<file path="config.mk">
export PLATFORM = sky130hd
export DESIGN_NAME = plic_core
export DESIGN_NICKNAME = d
export VERILOG_FILES = /design/src/rtl/plic_core.sv
export SDC_FILE = /design/constraint.sdc
export NUM_CORES = 1
export LEC_CHECK = 0
export ABC_AREA = 1
export CORE_MARGIN = 4
export CORE_UTILIZATION = 40
export DETAILED_ROUTE_END_ITERATION = 12
export PLACE_DENSITY = 0.69
export REMOVE_ABC_BUFFERS = 1
export SYNTH_ARGS = -nofsm -noshare
export SYNTH_HDL_FRONTEND = slang
export SYNTH_SLANG_ARGS = --single-unit
</file>
<file path="constraint.sdc">
create_clock -name clk -period 21.2 [get_ports clk]
set_input_delay 3.18 -clock clk [delete_from_list [all_inputs] [get_ports clk]]
set_output_delay 3.18 -clock clk [all_outputs]
set_load 0.02 [all_outputs]
</file>
<file path="src/rtl/plic_core.sv">
// PLIC gateway and arbitration core: per-source edge/level gateways, priority
// arbitration against a threshold, and a single claim/complete in-service slot.
module plic_core #(
    parameter int unsigned NSRC   = 15,
    parameter int unsigned PRIO_W = 3,
    parameter int unsigned ID_W   = 4
) (
    input  logic                     clk,
    input  logic                     rst_n,
    input  logic [NSRC-1:0]          irq_src,
    input  logic [NSRC-1:0]          el,
    input  logic [NSRC-1:0]          ie,
    input  logic [NSRC*PRIO_W-1:0]   pw,
    input  logic [PRIO_W-1:0]        th,
    input  logic                     claim,
    input  logic                     complete,
    output logic [ID_W-1:0]          id,
    output logic                     eip,
    output logic [NSRC-1:0]          pending
);

    typedef enum logic [1:0] {GwIdle, GwPend, GwInfl} gw_state_e;

    gw_state_e         gw_q [NSRC];
    gw_state_e         gw_d [NSRC];
    logic [NSRC-1:0]   defer_q, defer_d;
    logic [NSRC-1:0]   src_q, src_qq;
    logic [NSRC-1:0]   rise, trig;
    logic [ID_W-1:0]   in_service_q, in_service_d;
    logic [ID_W-1:0]   winner, id_d;
    logic              eip_d;
    logic              claim_ok;
    logic [PRIO_W-1:0] prio, best_prio;
    logic [ID_W-1:0]   best_id;

    assign rise     = src_q & ~src_qq;
    assign trig     = (el & rise) | (~el & src_q);
    // id is forced to 0 while a source is in service, so a claim there is a no-op
    assign claim_ok = claim && (id != '0);

    always_comb begin
        for (int i = 0; i < NSRC; i++) begin
            gw_d[i]    = gw_q[i];
            defer_d[i] = defer_q[i];
            pending[i] = (gw_q[i] == GwPend);
            unique case (gw_q[i])
                GwIdle: begin
                    if (trig[i]) gw_d[i] = GwPend;
                end
                GwPend: begin
                    if (claim_ok && id == ID_W'(i + 1)) gw_d[i] = GwInfl;
                end
                GwInfl: begin
                    if (complete && in_service_q == ID_W'(i + 1)) begin
                        // an edge landing on the completing cycle counts as deferred
                        gw_d[i]    = (defer_q[i] || (el[i] && rise[i])) ? GwPend : GwIdle;
                        defer_d[i] = 1'b0;
                    end else if (el[i] && rise[i]) begin
                        defer_d[i] = 1'b1;
                    end
                end
                default: gw_d[i] = GwIdle;
            endcase
        end
    end

    // Ascending scan with strict compare keeps the lowest ID on priority ties.
    always_comb begin
        best_prio = '0;
        best_id   = '0;
        prio      = '0;
        for (int i = 0; i < NSRC; i++) begin
            prio = pw[i*PRIO_W +: PRIO_W];
            if (pending[i] && ie[i] && (prio > th) && (prio > best_prio)) begin
                best_prio = prio;
                best_id   = ID_W'(i + 1);
            end
        end
        winner = (in_service_q != '0) ? '0 : best_id;
    end

    always_comb begin
        in_service_d = in_service_q;
        if (complete) in_service_d = '0;
        if (claim_ok) in_service_d = id;
        id_d  = claim_ok ? '0 : winner;
        eip_d = (id_d != '0);
    end

    always_ff @(posedge clk) begin
        if (!rst_n) begin
            src_q        <= '0;
            src_qq       <= '0;
            defer_q      <= '0;
            in_service_q <= '0;
            id           <= '0;
            eip          <= 1'b0;
            for (int i = 0; i < NSRC; i++) gw_q[i] <= GwIdle;
        end else begin
            src_q        <= irq_src;
            src_qq       <= src_q;
            defer_q      <= defer_d;
            in_service_q <= in_service_d;
            id           <= id_d;
            eip          <= eip_d;
            for (int i = 0; i < NSRC; i++) gw_q[i] <= gw_d[i];
        end
    end

endmodule

</file>
==> run_results.csv, run 1 <==
group,metric,value,unit
global_routing,grt_pass1_vias,6102,
cts,clk_pin_slew_worst_paths,0.06,ns
cts,cts_tree,"yes",
place,preCtsSetupSlack,0.885,ns
min_path,hold_class,"flop to flop",
layout,nNetsFinal,1249,
synth,yosysUniqueCellTypes,46,
synth,ys.warnings.count,0,
floorplan,rows,46,
critical_path,crit_arrival,19.58,ns
critical_path,crit_top_cell,"nand2_1",
synth,netlist_instances,973,
floorplan,die_h,137,um
floorplan,die-area,0.0186,mm2
cts,cts-root-buf,"clkbuf_16",
layout,finalInstanceArea,0.00829,mm2
global_routing,grt_overflow,0,
routing,routed_wl,16500,um
place,dpl.hpwl,13300,um
flow_run,cap_violations,0,
timing,fin_skew,0.00787,ns
place,port_buffers,116,
synth,ys.flop_type,"dfxtp_1",
synth,synth-edff-count,0,
global_routing,grt_start_max_net_pins,39,
timing,fin_crit,19.34,ns
synth,ys_seq_area_frac,0.254,
critical_path,worst_setup_path_start_kind,"input port",
place,place.gp.congestion,0.885,
global_routing,grt_antenna_before_repair,0,
routing,ant_nets,0,
critical_path,ff2ff_path_depth,116,
timing,worst_pin_slew,0.600,ns
power_and_ir_drop,cellPowerDensity,67.1,mW/mm2
global_routing,grt_pass1_wl,27500,um
global_routing,grt_usage,0.182,
synth,ys_ff_latch,84,
cts,ctsHtreeMaxLevel,3,
critical_path,cpMaxStageDelayCell,"clkdlybuf4s50_1",
floorplan,core,0.0161,mm2
floorplan,io_pins,117,
timing,fmax,0.0517,GHz
run_status,outcome,"complete, no violations",
timing,finalHoldViolCount,0,
min_path,hold_path_depth,2,
cts,clk_latency,0.35,ns
power_and_ir_drop,leakage,4.05,nW
layout,num_antenna_cells,0,
critical_path,cp.required,21.44,ns
critical_path,cp_max_fo,15,
cts,clock_sinks,84,
cts,cts_buffers,9,
layout,most-common-layout-cells,"nand2_1 (194), inv_1 (164), clkdlybuf4s50_1 (116)",
power_and_ir_drop,ir_worst_vdd,0.0432,mV
timing,setup_tns,0,ns
routing,drt_iter0_drc,292,
routing,drtPass1Iterations,5,
synth,synth_async_sr_flop_share,0,
synth,syn_area,0.00661,mm2
timing,post-route-period-util,0.912,
timing,setup_viol,0,
timing,rsz0062_at_grt,"no",
routing,detail_route.wl_per_cell,12.7,um
layout,area_growth,25.4,%
routing,via_per_inst,4.89,
routing,drcViolationCount,0,
critical_path,cp-end-kind,"flop",
timing,relSlewSlack,0.590,
routing,vias,6382,
floorplan,die_x,137,um
layout,drive_gt1_frac,0.0855,
timing,drv_slew,0,
critical_path,slowest_delay,0.45,ns
synth,postSynthAreaPerCell,6.79,um2
critical_path,path_class,"input port to flop",
floorplan,start_util,0.412,
layout,layout_commonest_cell,"nand2_1",
cts,cts_buffer_depth,2,
timing,layout_setup_ws,1.86,ns
place,place_area,0.00792,mm2
==> cells by family after synthesis <==
kind of cell / count (synthesis) / synth area share
AND/OR/NAND/NOR: 452 / 0.329
buffers and inverters: 197 / 0.121
AO/OA/AOI/OAI: 171 / 0.165
flip-flops: 84 / 0.254
adder cells (fa/ha/maj): 69 / 0.131
==> layer usage <==
metal / vias to the layer above / routed length (um) / GRT usage
met1: 2816 / 7830 / 0.235
met5: - / 0 / 0
met3: 16 / 710 / 0.0250
met4: 0 / 235 / 0.0493
met2: 101 / 7750 / 0.317
li1: 3449 / - / -
==> worst max-delay path: cells and delay by family <==
kind,cells,cell delay [ns]
AO/OA/AOI/OAI,19,2.18
adder cells (fa/ha/maj),15,4.16
AND/OR/NAND/NOR,76,8.81
buffers and inverters,10,1.24
==> flip-flops by register name (all words and copies together), names as in the netlist <==
name and count:
defer_q 15, eip 1, gw_q 30, id 4, in_service_q 4, src_q 15, src_qq 15
==> synthesized netlist by cell type, types with 2 or more instances <==
library cell	instances	area, um2
a2111oi_0	10	87.6
a211oi_1	20	150
a21boi_0	3	22.5
a21oi_1	60	300
a311oi_1	2	17.5
a31oi_1	5	31.3
and2_1	2	12.5
buf_1	2	7.51
buf_4	14	105
clkbuf_1	7	26.3
dfxtp_1	84	1680
ha_1	69	863
inv_1	165	619
inv_2	8	30.0
nand2_1	194	728
nand2_2	19	119
nand2_4	3	33.8
nand3_1	60	300
nand3_2	9	90.1
nand3_4	5	87.6
nand3b_1	10	75.1
nand4_1	15	93.8
nor2_1	91	342
nor2_2	3	18.8
nor2_4	3	33.8
nor2_8	2	40.0
nor3_1	22	110
nor4_1	2	12.5
o2111a_1	2	22.5
o2111ai_1	2	17.5
o21a_1	4	30.0
o21ai_0	34	170
o21ai_1	2	10.0
o21ai_2	4	35.0
o31ai_1	14	105
o32ai_1	2	17.5
or2_1	2	12.5
or2_2	10	62.6
==> path summary, 6_finish.rpt <==
check	from	to	slack [ns]
max	th[1]	eip$_SDFF_PN0_	1.86
min	src_q[8]$_SDFF_PN0_	src_qq[8]$_SDFF_PN0_	0.44
max reg2reg	gw_q[0][1]$_SDFFE_PN0P_	eip$_SDFF_PN0_	5.22
min reg2reg	src_q[8]$_SDFF_PN0_	src_qq[8]$_SDFF_PN0_	0.44
==> timing repair <==
item                       in CTS  in global routing
hold buffers                    0                  0
buffers inserted                0                  3
setup endpoints to repair       0                  5
gates resized for setup         0                  7
==> where the power goes <==
part	internal (W)	switching (W)	total [W]
Combinational	0.0000853	0.000116	0.000201
Sequential	0.000170	0.0000112	0.000182
Clock	0.000110	0.0000637	0.000173
==> stage by stage <==
| step | hold slack, ns | util | cells | power [W] |
|---|---|---|---|---|
| floorplan | 0.416 | - | 949 | 0.000317 |
| global placement | 0.427 | 0.493 | 1285 | 0.000383 |
| detailed placement | 0.433 | 0.493 | 1285 | 0.000385 |
| CTS | 0.442 | 0.514 | 1301 | 0.000560 |
| global route | 0.457 | 0.516 | 1304 | 0.000596 |
| finish | 0.437 | 0.516 | 1304 | 0.000556 |
==> layout make-up <==
| class | count | area (um2) |
|---|---|---|
| clock inverters | 5 | 83.8 |
| fillers | 1580 | 7770 |
| inverters | 173 | 653 |
| clock buffers | 11 | 253 |
| well taps | 216 | 270 |
| multi-input cells | 692 | 4130 |
| flip-flops and latches | 84 | 1680 |
| repair buffers | 123 | 1210 |
No activity file was read; power rests on OpenSTA's default activity.
==> inputs of run 2 (changes only) <==
clock period = 18.6 ns   (was 21.2 ns; I/O delays follow)
==> run 2 against run 1 <==
- utilization up 3.2 points
- critical path type unchanged
- routed wire length rose by 5.9%
- global-route usage is 0.16 points higher
- sequential power increased by 13%
- largest cell class unchanged
- worst hold slack worse by 0.00083 ns
==> run_results.csv, run 2 (synthesis gave the netlist of run 1 again) <==
group,metric,value,unit
run_status,outcome,"complete, no violations",
cts,clk_latency,0.34,ns
routing,drt_iter0_drc,415,
flow_run,cap_violations,0,
min_path,hold_class,"flop to flop",
place,preCtsSetupSlack,-0.543,ns
floorplan,io_pins,117,
routing,ant_nets,0,
floorplan,die_h,137,um
routing,vias,6662,
global_routing,grt_antenna_before_repair,0,
timing,drv_slew,0,
layout,largest_reg_flops,30,
timing,fin_crit,17.72,ns
critical_path,path_class,"input port to flop",
cts,clk_pin_slew_worst_paths,0.06,ns
cts,cts_tree,"yes",
power_and_ir_drop,p_seq_frac,0.325,
global_routing,grt_pass1_vias,6092,
place,place.gp.congestion,0.902,
routing,detail_route.wl_per_cell,13.1,um
cts,cts-root-buf,"clkbuf_16",
routing,drcViolationCount,0,
timing,post-route-period-util,0.953,
layout,drive_gt1_frac,0.162,
power_and_ir_drop,power.total,0.000635,W
power_and_ir_drop,power_frac_comb,0.405,
timing,setup_tns,0,ns
timing,fin_skew,0.00468,ns
critical_path,cp-end-kind,"flop",
floorplan,die-area,0.0186,mm2
critical_path,slowest_delay,0.47,ns
global_routing,grt_pass1_wl,27600,um
cts,clock_sinks,84,
power_and_ir_drop,swShare,0.352,
floorplan,die_x,137,um
timing,timing.hold.ws,0.436,ns
layout,nNetsFinal,1283,
global_routing,grt_start_max_net_pins,39,
critical_path,crit_top_cell,"nand2_2",
power_and_ir_drop,p_sw,0.000224,W
critical_path,cp_max_fo,7,
layout,most-common-layout-cells,"nand2_1 (180), inv_1 (156), clkdlybuf4s50_1 (110)",
critical_path,cpMaxStageDelayCell,"clkdlybuf4s50_1",
timing,worst_pin_slew,0.611,ns
routing,drtPass1Iterations,5,
cts,cts_buffer_depth,2,
power_and_ir_drop,leakage,4.32,nW
layout,layout_commonest_cell,"nand2_1",
floorplan,core,0.0161,mm2
routing,via_per_inst,4.98,
layout,finalInstanceArea,0.00881,mm2
global_routing,grt_overflow,0,
cts,ctsHtreeMaxLevel,3,
critical_path,cp.required,18.84,ns
power_and_ir_drop,clkPwrFrac,0.270,
place,dpl.hpwl,13600,um
timing,layout_setup_ws,0.882,ns
timing,fmax,0.0564,GHz
cts,cts_buffers,9,
critical_path,worst_setup_path_start_kind,"input port",
place,port_buffers,116,
floorplan,rows,46,
timing,finalHoldViolCount,0,
power_and_ir_drop,cellPowerDensity,72.0,mW/mm2
global_routing,grt_usage,0.184,
power_and_ir_drop,ir_worst_vdd,0.0467,mV
routing,routed_wl,17500,um
timing,setup_viol,0,
place,place_area,0.00803,mm2
layout,area_growth,33.3,%
floorplan,start_util,0.412,
timing,relSlewSlack,0.590,
power_and_ir_drop,p_int,0.000411,W
layout,regMostFlops,"gw_q",
layout,num_antenna_cells,0,
critical_path,crit_arrival,17.95,ns
## run 2: power by group through the flow
stage                     clock network, W  logic [W]  registers [W]
after detailed placement                 0   0.000233       0.000210
after CTS                         0.000177   0.000234       0.000206
after global placement                   0   0.000230       0.000210
final                             0.000171   0.000257       0.000206
after floorplan                          0   0.000151       0.000210
after global routing              0.000183   0.000290       0.000208
## run 2: worst max-delay path, delay by kind of cell
family / cells / cell delay (ns)
AOI/OAI and AO/OA: 22 / 2.28
adders and majority gates: 14 / 3.77
buffers and inverters: 6 / 0.79
and+or+nand+nor: 72 / 8.29
## run 2: metal layers
metal / vias up / global-route usage / part of all wire
met3: 23 / 0.0305 / 0.043
li1: 3510 / - / -
met4: 0 / 0.0470 / 0.013
met5: - / 0 / 0
met2: 114 / 0.321 / 0.49
met1: 3015 / 0.234 / 0.45
## run 2: final cells by class
cell class | instances | area, um2
clock buffer | 11 | 233
clock inverter | 5 | 52.6
fill | 1544 | 7250
inverter | 173 | 652
multi-input combinational | 692 | 4430
sequential | 84 | 1680
tap | 216 | 270
timing repair buffer | 157 | 1490
## run 2: final timing paths
check | startpoint | to | slack, ns | cells past startpoint
hold reg to reg | src_q[3]$_SDFF_PN0_ | src_qq[3]$_SDFF_PN0_ | 0.44 | 2
hold / removal | src_q[3]$_SDFF_PN0_ | src_qq[3]$_SDFF_PN0_ | 0.44 | 2
setup reg to reg | gw_q[0][1]$_SDFFE_PN0P_ | eip$_SDFF_PN0_ | 3.42 | 114
setup / recovery | ie[0] | eip$_SDFF_PN0_ | 0.88 | 114
## run 2: per-stage QoR
| stage | std cells | util |
|---|---|---|
| floorplan | 949 | - |
| global placement | 1299 | 0.500 |
| CTS | 1315 | 0.518 |
| global route | 1338 | 0.548 |
| finish | 1338 | 0.548 |
| detailed placement | 1299 | 0.500 |
## run 2: what timing repair did
action	CTS	global route
pin swaps	0	64
setup buffers	0	23
resized for setup	4	88
hold buffers	0	0
setup endpoints to repair	2	5
==> inputs of run 3 (changes only) <==
ABC_AREA = not set   (was 1)
==> run 3 against run 2 <==
- the flow now finishes with violations (setup timing)
- global-route usage is 3.2 points higher
- worst hold slack improved by 0.047 ns
- register-to-register slack worse by 1.9 ns
- synthesized cell count shrank 12%
- count of clock-buffer cells in the layout unchanged
- sequential power shrank 3%
- clock skew is 0.0038 ns higher
- routed wire length up 28%
- largest cell class unchanged
==> run_results.csv, run 3 <==
group,metric,value,unit
floorplan,die-area,0.0188,mm2
timing,relSlewSlack,0.435,
place,dpl.hpwl,14500,um
timing,setup_viol,5,
synth,ys_seq_area_frac,0.253,
layout,nNetsFinal,1243,
cts,cts_buffer_depth,2,
synth,postSynthAreaPerCell,7.79,um2
timing,fin_skew,0.00845,ns
power_and_ir_drop,cellPowerDensity,59.9,mW/mm2
cts,cts_buffers,9,
timing,worst_pin_slew,0.839,ns
synth,syn_area,0.00666,mm2
run_status,violations,"setup timing",
synth,yosysTopAreaCell,"dfxtp_1",
global_routing,grt_antenna_before_repair,0,
layout,layout_commonest_cell,"buf_4",
layout,final_core_util,0.598,
layout,finalInstanceArea,0.00964,mm2
layout,num_antenna_cells,0,
routing,drcViolationCount,0,
synth,synth-edff-count,0,
place,place_area,0.00829,mm2
layout,largest_reg_flops,30,
power_and_ir_drop,ir_worst_vdd,0.0664,mV
cts,clk_pin_slew_worst_paths,0.06,ns
timing,finalHoldViolCount,0,
flow_run,cap_violations,0,
timing,fmax,0.0516,GHz
synth,ys.warnings.count,0,
synth,synth_top_area_frac,0.253,
cts,clock_sinks,84,
routing,vias,7344,
synth,ys_ff_latch,84,
floorplan,core,0.0161,mm2
cts,clk_latency,0.34,ns
critical_path,reg2reg_slack,1.48,ns
routing,drt_iter0_drc,563,
routing,ant_nets,0,
cts,postCtsHoldBufs,0,
synth,synth_async_sr_flop_share,0,
synth,synth_most_common_cell,"nand2_1",
critical_path,cp_max_fo,7,
critical_path,crit_top_cell,"ha_1",
synth,ys.flop_type,"dfxtp_1",
power_and_ir_drop,leakage,4.03,nW
synth,synth_commonest_cells,"nand2_1 (88), dfxtp_1 (84), nor2_1 (72), ha_1 (69), a21oi_1 (66)",
place,port_buffers,116,
timing,layout_setup_ws,-0.795,ns
critical_path,worst_setup_path_start_kind,"input port",
cts,ctsHtreeMaxLevel,3,
critical_path,crit_arrival,19.62,ns
layout,regArea,0.00168,mm2
global_routing,grt_overflow,0,
critical_path,path_class,"input port to flop",
global_routing,grt_pass1_wl,32600,um
floorplan,rows,46,
synth,yosys-top-cells-area,"dfxtp_1 (25%), ha_1 (13%), a21oi_1 (5.0%)",
synth,netlist_instances,854,
global_routing,grt_usage,0.216,
critical_path,slowest_delay,0.37,ns
routing,detail_route.wl_per_cell,17.3,um
layout,fillerInstances,1408,
global_routing,grt_start_max_net_pins,42,
timing,drv_slew,0,
global_routing,grt_pass1_vias,6720,
floorplan,io_pins,117,
layout,drive_gt1_frac,0.231,
timing,timing.hold.ws,0.483,ns
min_path,hold_class,"flop to flop",
layout,regMostFlops,"gw_q",
floorplan,die_h,137,um
synth,yosysUniqueCellTypes,83,
timing,fin_crit,19.39,ns
place,place.gp.congestion,0.853,
critical_path,cpMaxStageDelayCell,"o41ai_2",
layout,most-common-layout-cells,"buf_4 (125), clkdlybuf4s50_1 (110), dfxtp_1 (84)",
floorplan,die_x,137,um
timing,rsz0062_at_grt,"yes",
timing,post-route-period-util,1.04,
routing,drtPass1Iterations,5,
routing,routed_wl,22400,um
floorplan,start_util,0.413,
cts,cts-root-buf,"clkbuf_16",
cts,cts_tree,"yes",
run_status,outcome,"complete, but fails checks",
critical_path,cp.required,18.82,ns
layout,area_growth,44.8,%
layout,multi_input_area,0.00508,mm2
routing,via_per_inst,5.66,
critical_path,cp-end-kind,"flop",
run 3: logic make-up after synthesis:
family | Yosys count | synth area share
AND/OR/NAND/NOR | 363 | 0.285
adder cells (fa/ha/maj) | 71 | 0.133
buffers and inverters | 75 | 0.0526
multiplexers | 11 | 0.0177
AO/OA/AOI/OAI | 250 | 0.259
flip-flops | 84 | 0.253
run 3: area by class of cell:
cell class | count | share of cell area
inverter | 42 | 0.0169
clock inverter | 5 | 0.00519
multi-input combinational | 695 | 0.527
timing repair buffer | 245 | 0.222
clock buffer | 11 | 0.0262
sequential | 84 | 0.174
tap | 216 | 0.0280
run 3: repair_timing:
| item | 4_1_cts | 5_1_grt |
|---|---|---|
| setup buffers | 59 | 22 |
| gates cloned | 0 | 0 |
| pin swaps | 32 | 91 |
| gates resized for setup | 23 | 95 |
| endpoints found under the hold margin | 0 | 0 |
| endpoints found under the setup margin | 5 | 5 |
run 3: critical path, delay by kind of cell:
family	cells	cell delay, ns
muxes	4	1.33
AOI/OAI and AO/OA	31	5.33
adders and majority gates	17	4.82
and+or+nand+nor	40	4.95
buffers and inverters	4	0.40
run 3: through the flow:
| step | instances | setup WS (ns) | total power, W | setup TNS, ns |
|---|---|---|---|---|
| after global placement | 1205 | -0.645 | 0.000357 | -2.67 |
| after detailed placement | 1205 | -1.23 | 0.000360 | -5.49 |
| final | 1298 | -0.795 | 0.000577 | -3.54 |
| after CTS | 1280 | -0.453 | 0.000550 | -1.72 |
| after floorplan | 821 | -0.676 | 0.000290 | -2.32 |
| after global routing | 1298 | -1.56 | 0.000604 | -7.23 |
run 3: path summary, 6_finish.rpt:
| check | start | cells past startpoint | endpoint |
|---|---|---|---|
| max | pw[0] | 96 | eip$_SDFF_PN0_ |
| min | src_q[0]$_SDFF_PN0_ | 1 | src_qq[0]$_SDFF_PN0_ |
| max reg2reg | gw_q[0][0]$_SDFFE_PN0P_ | 93 | eip$_SDFF_PN0_ |
| min reg2reg | src_q[0]$_SDFF_PN0_ | 1 | src_qq[0]$_SDFF_PN0_ |
run 3: power breakdown:
| part | total (W) | internal, W | switching (W) | leakage, nW |
|---|---|---|---|---|
| combinational | 0.000199 | 0.0000990 | 0.000100 | 3.19 |
| clock | 0.000179 | 0.000110 | 0.0000686 | 0.155 |
| sequential | 0.000199 | 0.000189 | 0.0000102 | 0.687 |
| total | 0.000577 | 0.000398 | 0.000179 | 4.03 |
run 3: per-layer routing:
| metal | up-vias | global-route usage | wire, um | share of wire |
|---|---|---|---|---|
| met1 | 3380 | 0.266 | 9360 | 0.42 |
| met4 | 0 | 0.0837 | 988 | 0.044 |
| met2 | 302 | 0.372 | 10700 | 0.48 |
| met3 | 97 | 0.0386 | 1390 | 0.062 |
| met5 | - | 0 | 0 | 0 |
| li1 | 3565 | - | - | - |
